[config.mk]
export PLATFORM = sky130hd
export DESIGN_NAME = div_core
export DESIGN_NICKNAME = d
export VERILOG_FILES = /design/src/rtl/div_pkg.sv /design/src/rtl/div_step.sv /design/src/rtl/div_core.sv
export SDC_FILE = /design/constraint.sdc
export NUM_CORES = 1
export LEC_CHECK = 0
export BUFFER_PORTS_ARGS = -buffer_cell sky130_fd_sc_hd__buf_2
export CAP_MARGIN = 20
export CORE_MARGIN = 2
export CORE_UTILIZATION = 57
export CTS_BUF_LIST = sky130_fd_sc_hd__clkbuf_8 sky130_fd_sc_hd__clkbuf_16
export DETAILED_ROUTE_END_ITERATION = 6
export PLACE_DENSITY_LB_ADDON = 0.05
export RECOVER_POWER = 100
export SKIP_LAST_GASP = 1
export SLEW_MARGIN = 20
export SYNTH_ARGS = -nofsm -noshare
export SYNTH_HDL_FRONTEND = slang
export SYNTH_HIERARCHICAL = 1
export SYNTH_SLANG_ARGS = --single-unit
[constraint.sdc]
create_clock -name clk -period 2.8 [get_ports clk]
set_input_delay 0.28 -clock clk [delete_from_list [all_inputs] [get_ports clk]]
set_output_delay 0.28 -clock clk [all_outputs]
set_load 0.01 [all_outputs]
[src/rtl/div_pkg.sv]
// ============================================================================
// div_pkg : shared state encoding and latency helper for the divider core
// Rev 1.0
// ============================================================================
`default_nettype none

package div_pkg;

  typedef enum logic [1:0] {
    ST_IDLE = 2'd0,
    ST_CALC = 2'd1,
    ST_DONE = 2'd2
  } div_state_t;

  // Cycles from operand acceptance to o_valid for a non-zero divisor.
  function automatic int div_latency(input int n);
    return 2 * n + 1;
  endfunction

endpackage

`default_nettype wire

[src/rtl/div_step.sv]
// ============================================================================
// div_step : one restoring-division iteration (shift, compare, subtract)
// Rev 1.0
// ============================================================================
`default_nettype none

module div_step #(
  parameter int IN_DATA_WIDTH = 8
) (
  input  logic [IN_DATA_WIDTH:0]   rem,
  input  logic                     q_msb,
  input  logic [IN_DATA_WIDTH-1:0] divisor,
  output logic [IN_DATA_WIDTH:0]   next_rem,
  output logic                     q_bit
);

  localparam int N = IN_DATA_WIDTH;

  logic [N:0] w_t;
  logic [N:0] w_divisor_ext;
  logic       w_ge;
  logic       w_unused_rem_msb;

  // The partial remainder is always below the divisor, so its top bit stays 0
  // and the shifted value still fits in N+1 bits.
  assign w_t              = {rem[N-1:0], q_msb};
  assign w_divisor_ext    = {1'b0, divisor};
  assign w_ge             = (w_t >= w_divisor_ext);
  assign next_rem         = w_ge ? (w_t - w_divisor_ext) : w_t;
  assign q_bit            = w_ge;
  assign w_unused_rem_msb = rem[N];

endmodule

`default_nettype wire

[src/rtl/div_core.sv]
// ============================================================================
// div_core : multi-cycle unsigned restoring divider, 2N/N -> 2N quotient, N rem
// Rev 1.0
// ============================================================================
`default_nettype none

module div_core
  import div_pkg::*;
#(
  parameter int IN_DATA_WIDTH = 8
) (
  input  logic                       clk,
  input  logic                       reset_n,
  input  logic                       i_valid,
  output logic                       o_ready,
  input  logic [2*IN_DATA_WIDTH-1:0] i_dividend,
  input  logic [IN_DATA_WIDTH-1:0]   i_divisor,
  output logic                       o_valid,
  input  logic                       i_ready,
  output logic [2*IN_DATA_WIDTH-1:0] o_quotient,
  output logic [IN_DATA_WIDTH-1:0]   o_remainder,
  output logic                       o_div_by_zero
);

  localparam int N     = IN_DATA_WIDTH;
  localparam int CNT_W = $clog2(2 * N);
  localparam logic [CNT_W-1:0] C_CNT_INIT = CNT_W'(2 * N - 1);

  div_state_t       r_state;
  logic [2*N-1:0]   r_q;
  logic [N:0]       r_rem;
  logic [N-1:0]     r_divisor;
  logic [CNT_W-1:0] r_count;
  logic             r_dbz;

  logic [N:0]       w_next_rem;
  logic             w_q_bit;
  logic             w_unused_rem_msb;

  assign w_unused_rem_msb = r_rem[N];

  div_step #(
    .IN_DATA_WIDTH (N)
  ) u_div_step (
    .rem      (r_rem),
    .q_msb    (r_q[2*N-1]),
    .divisor  (r_divisor),
    .next_rem (w_next_rem),
    .q_bit    (w_q_bit)
  );

  always_ff @(posedge clk or negedge reset_n) begin
    if (!reset_n) begin
      r_state       <= ST_IDLE;
      r_q           <= '0;
      r_rem         <= '0;
      r_divisor     <= '0;
      r_count       <= '0;
      r_dbz         <= 1'b0;
      o_ready       <= 1'b1;
      o_valid       <= 1'b0;
      o_quotient    <= '0;
      o_remainder   <= '0;
      o_div_by_zero <= 1'b0;
    end else begin
      case (r_state)
        ST_IDLE: begin
          if (i_valid) begin
            o_ready   <= 1'b0;
            r_divisor <= i_divisor;
            if (i_divisor == '0) begin
              // Divide by zero skips iteration; result is staged directly.
              r_q     <= '1;
              r_rem   <= {1'b0, i_dividend[N-1:0]};
              r_dbz   <= 1'b1;
              r_state <= ST_DONE;
            end else begin
              r_q     <= i_dividend;
              r_rem   <= '0;
              r_dbz   <= 1'b0;
              r_count <= C_CNT_INIT;
              r_state <= ST_CALC;
            end
          end
        end

        ST_CALC: begin
          r_q   <= {r_q[2*N-2:0], w_q_bit};
          r_rem <= w_next_rem;
          if (r_count == '0) begin
            r_state <= ST_DONE;
          end else begin
            r_count <= r_count - 1'b1;
          end
        end

        ST_DONE: begin
          // First DONE cycle publishes the result; i_ready counts only once valid.
          if (!o_valid) begin
            o_valid       <= 1'b1;
            o_quotient    <= r_q;
            o_remainder   <= r_rem[N-1:0];
            o_div_by_zero <= r_dbz;
          end else if (i_ready) begin
            o_valid <= 1'b0;
            o_ready <= 1'b1;
            r_state <= ST_IDLE;
          end
        end

        default: begin
          r_state <= ST_IDLE;
          o_ready <= 1'b1;
          o_valid <= 1'b0;
        end
      endcase
    end
  end

endmodule

`default_nettype wire
==> impl_summary.txt <==
----------------------------------------------------
[Clock network]
  Clock tree sinks ... 66
  TritonCTS Buffers ... 9
  TritonCTS clock tree ... built
  Cell at the root of the clock tree ... clkbuf_8
  Count of H-tree levels built during CTS ... 3
  Largest buffer count on any clock path ... 2
  Clock edge transition at the registers on the reported setup and hold paths ... ~0.070 ns
  Clock latency on the worst-skew pair ... 0.35 ns

[STA]
  Achievable clock frequency ... 0.378 GHz
  Count of final hold-check violations ... 0
  RSZ-0062 raised after global routing ... no
  Headroom to the max-slew limit ... -4.01%
  Tmin final ... ~2.6 ns
  Slew at the pin closest to its max-slew limit ... roughly 1.6 ns
  Max-slew violation count ... 27
  Setup skew after layout ... 0.0114 ns
  Period utilisation layout ... 94.5%
  Final-report setup violation count ... 0
  Setup TNS ... 0 ns

[Floorplan]
  Die ar. ... 6690 sq um
  Core Rows ... 28
  Y dimension of the die ... 81.8 microns
  Boundary Pins ... 55
  Die width ... approximately 82 microns
  Initial cell density of the core ... about three fifths
  Core outline area ... slightly below 6000 sq um

[Synthesis]
  Syn_area_per_cell ... between 10 and 15 sq um
  Cell Area, Synth ... about 3400 sq um
  Synthesized Nets ... about 370
  Number of warnings reported in the yosys synthesis log ... 6
  Number of instances in the synthesized netlist ... between 300 and 400

[Drt]
  Overall routed net length ... 8090 microns
  Drt wl/cell ... about 17 microns
  DRC ... 0
  Post-DR vias/cell ... 5.93
  First-pass detailed-route iteration total ... 4
  Number of nets with antenna violations after routing ... 0
  DRT iter0 DRCs ... between 150 and 200
  Number of vias after detailed routing ... around 2800

[Final layout]
  Synthesis-to-layout area growth ... 15.8%
  Fraction of layout cells with a size suffix above 1 ... between 20% and 30%
  Post-Layout Inst Area ... 3990 sq um
  Count of nets after finishing ... approximately 420
  Ant. Diodes ... 0

[Worst hold path]
  Worst-case hold path end point ... r_divisor[2]$_DFFE_PN0P_
  Min-Delay Path Depth ... 3
  Min-delay src ... i_divisor[2]
  Path class of the lowest-slack min-delay path ... in -> reg

[Global routing]
  Antenna violations before repair ... 0
  Global-route wire length before repair ... between 10000 and 15000 microns
  Via count of the first global-routing pass ... roughly 2600
  Maximum number of pins on one net before global-route repair ... between 40 and 50
  Residual overflow from global routing ... 0
  Tot GR Track Use ... a little over a quarter

[Critical path]
  Reg-to-Reg End ... r_rem[5]$_DFFE_PN0P_
  Critical path class ... reg -> reg
  Crit Reg-Reg Startpoint ... r_rem[3]$_DFFE_PN0P_
  Setup slack on the worst flop-to-flop path ... roughly 0.15 ns
  Worst endpoint data arrival time ... approximately 2.9 ns
  Crit. End Element ... flop
  CP Data Required Time ... between 3 and 4 ns
  R2r worst-path depth ... 7
  Max FO, Critical Path ... 8
  CP Launch Type ... flop

[Pwr]
  Maximum VDD drop ... 0.580 mV
  Static power due to leakage ... ~1.9 nW
  Power per Cell Area ... 1270 nW/um^2

[Placed design]
  Number of buffers added on ports ... between 50 and 60
  Area post-placement ... 3810 sq um
  Routability Congestion ... 0.902
  Dpl hpwl ... ~5700 microns

[Job]
  Max-capacitance violation count ... 1

[Run status]
  Violations in the final reports ... max-capacitance violations, max-slew violations
  Run status ... finished with violations

----------------------------------------------------
==> how the worst max path moves through the flow <==
stage | from | depth (start not counted) | slack, ns | end
after floorplan | r_rem[3]$_DFFE_PN0P_ | 8 | 0.31 | r_rem[3]$_DFFE_PN0P_
after global placement | r_rem[3]$_DFFE_PN0P_ | 7 | 0.19 | r_rem[4]$_DFFE_PN0P_
after detailed placement | r_rem[3]$_DFFE_PN0P_ | 7 | 0.12 | r_rem[5]$_DFFE_PN0P_
after CTS | r_rem[3]$_DFFE_PN0P_ | 7 | 0.1 | r_rem[5]$_DFFE_PN0P_
after global routing | r_rem[3]$_DFFE_PN0P_ | 7 | 0.09 | r_rem[5]$_DFFE_PN0P_
final | r_rem[3]$_DFFE_PN0P_ | 7 | 0.15 | r_rem[5]$_DFFE_PN0P_
==> power by group <==
group | leakage (nW) | total (mW) | internal, mW | switching, mW
logic | 0.914 | 2.41 | 1.14 | 1.27
registers | 0.823 | 1.73 | 1.38 | 0.356
clock network | 0.122 | 0.950 | 0.583 | 0.366
total | 1.86 | 5.09 | 3.10 | 1.99
==> critical path, cell delays in order (launching register included) <==
cell,delay [ns]
dfrtp_1,0.41
ha_1,0.36
a21o_1,0.23
o21bai_1,0.17
a211o_1,0.36
or2_4,0.33
mux2_1,0.35
a221o_1,0.33
==> stage by stage <==
step                util (%)  power (mW)  setup slack, ns  instances  hold slack (ns)
detailed placement      64.8        4.24            0.115        448            0.338
global placement        64.8        4.16            0.193        448            0.333
finish                  67.9        5.09            0.155        465            0.150
CTS                     69.0        5.21           0.0953        465            0.140
floorplan                  -        3.58            0.310        329          -0.0156
global route            67.9        5.48           0.0940        465            0.154
==> state kept, by name, indices dropped and copies added, names as in the netlist <==
signal and flops:
r_q 16, o_quotient 16, r_divisor 8, o_valid 1
r_rem 8, r_state 2, o_div_by_zero 1, o_ready 1
r_dbz 1, r_count 4, o_remainder 8
==> layout make-up <==
type	instances	area [sq um]
inverters	15	56.3
clock inverters	7	110
multi-input cells	227	1620
fillers	485	1890
clock buffers	9	124
flip-flops and latches	66	1650
repair buffers	66	339
well taps	75	93.8
==> metal layers <==
layer / wire length (microns) / vias up / global-route usage, %
li1: - / 1313 / -
met1: 3810 / 1345 / 36.3
met2: 3770 / 81 / 39.3
met3: 373 / 17 / 4.84
met4: 142 / 0 / 12.3
met5: 0 / - / 0
==> what timing repair did <==
item / 4_1_cts / 5_1_grt
endpoints found under the setup margin: 0 / 2
endpoints found under the hold margin: 25 / 0
gates resized for setup: 0 / 1
buffers inserted: 0 / 0
hold buffers: 1 / 0
==> cell usage in the layout (no fill, tap or decap), types with 7 or more instances in the layout <==
master    count
a21oi_1      30
and3_1        9
a221o_1       7
buf_2        27
o211ai_1     16
dfrtp_1      65
clkbuf_8      9
nor2b_1      14
mux2_2       26
inv_1        17
clkbuf_1     31
ha_1          9
a22oi_1      17
nand2_1      37
Note: power is estimated with default switching activity, not from simulation.
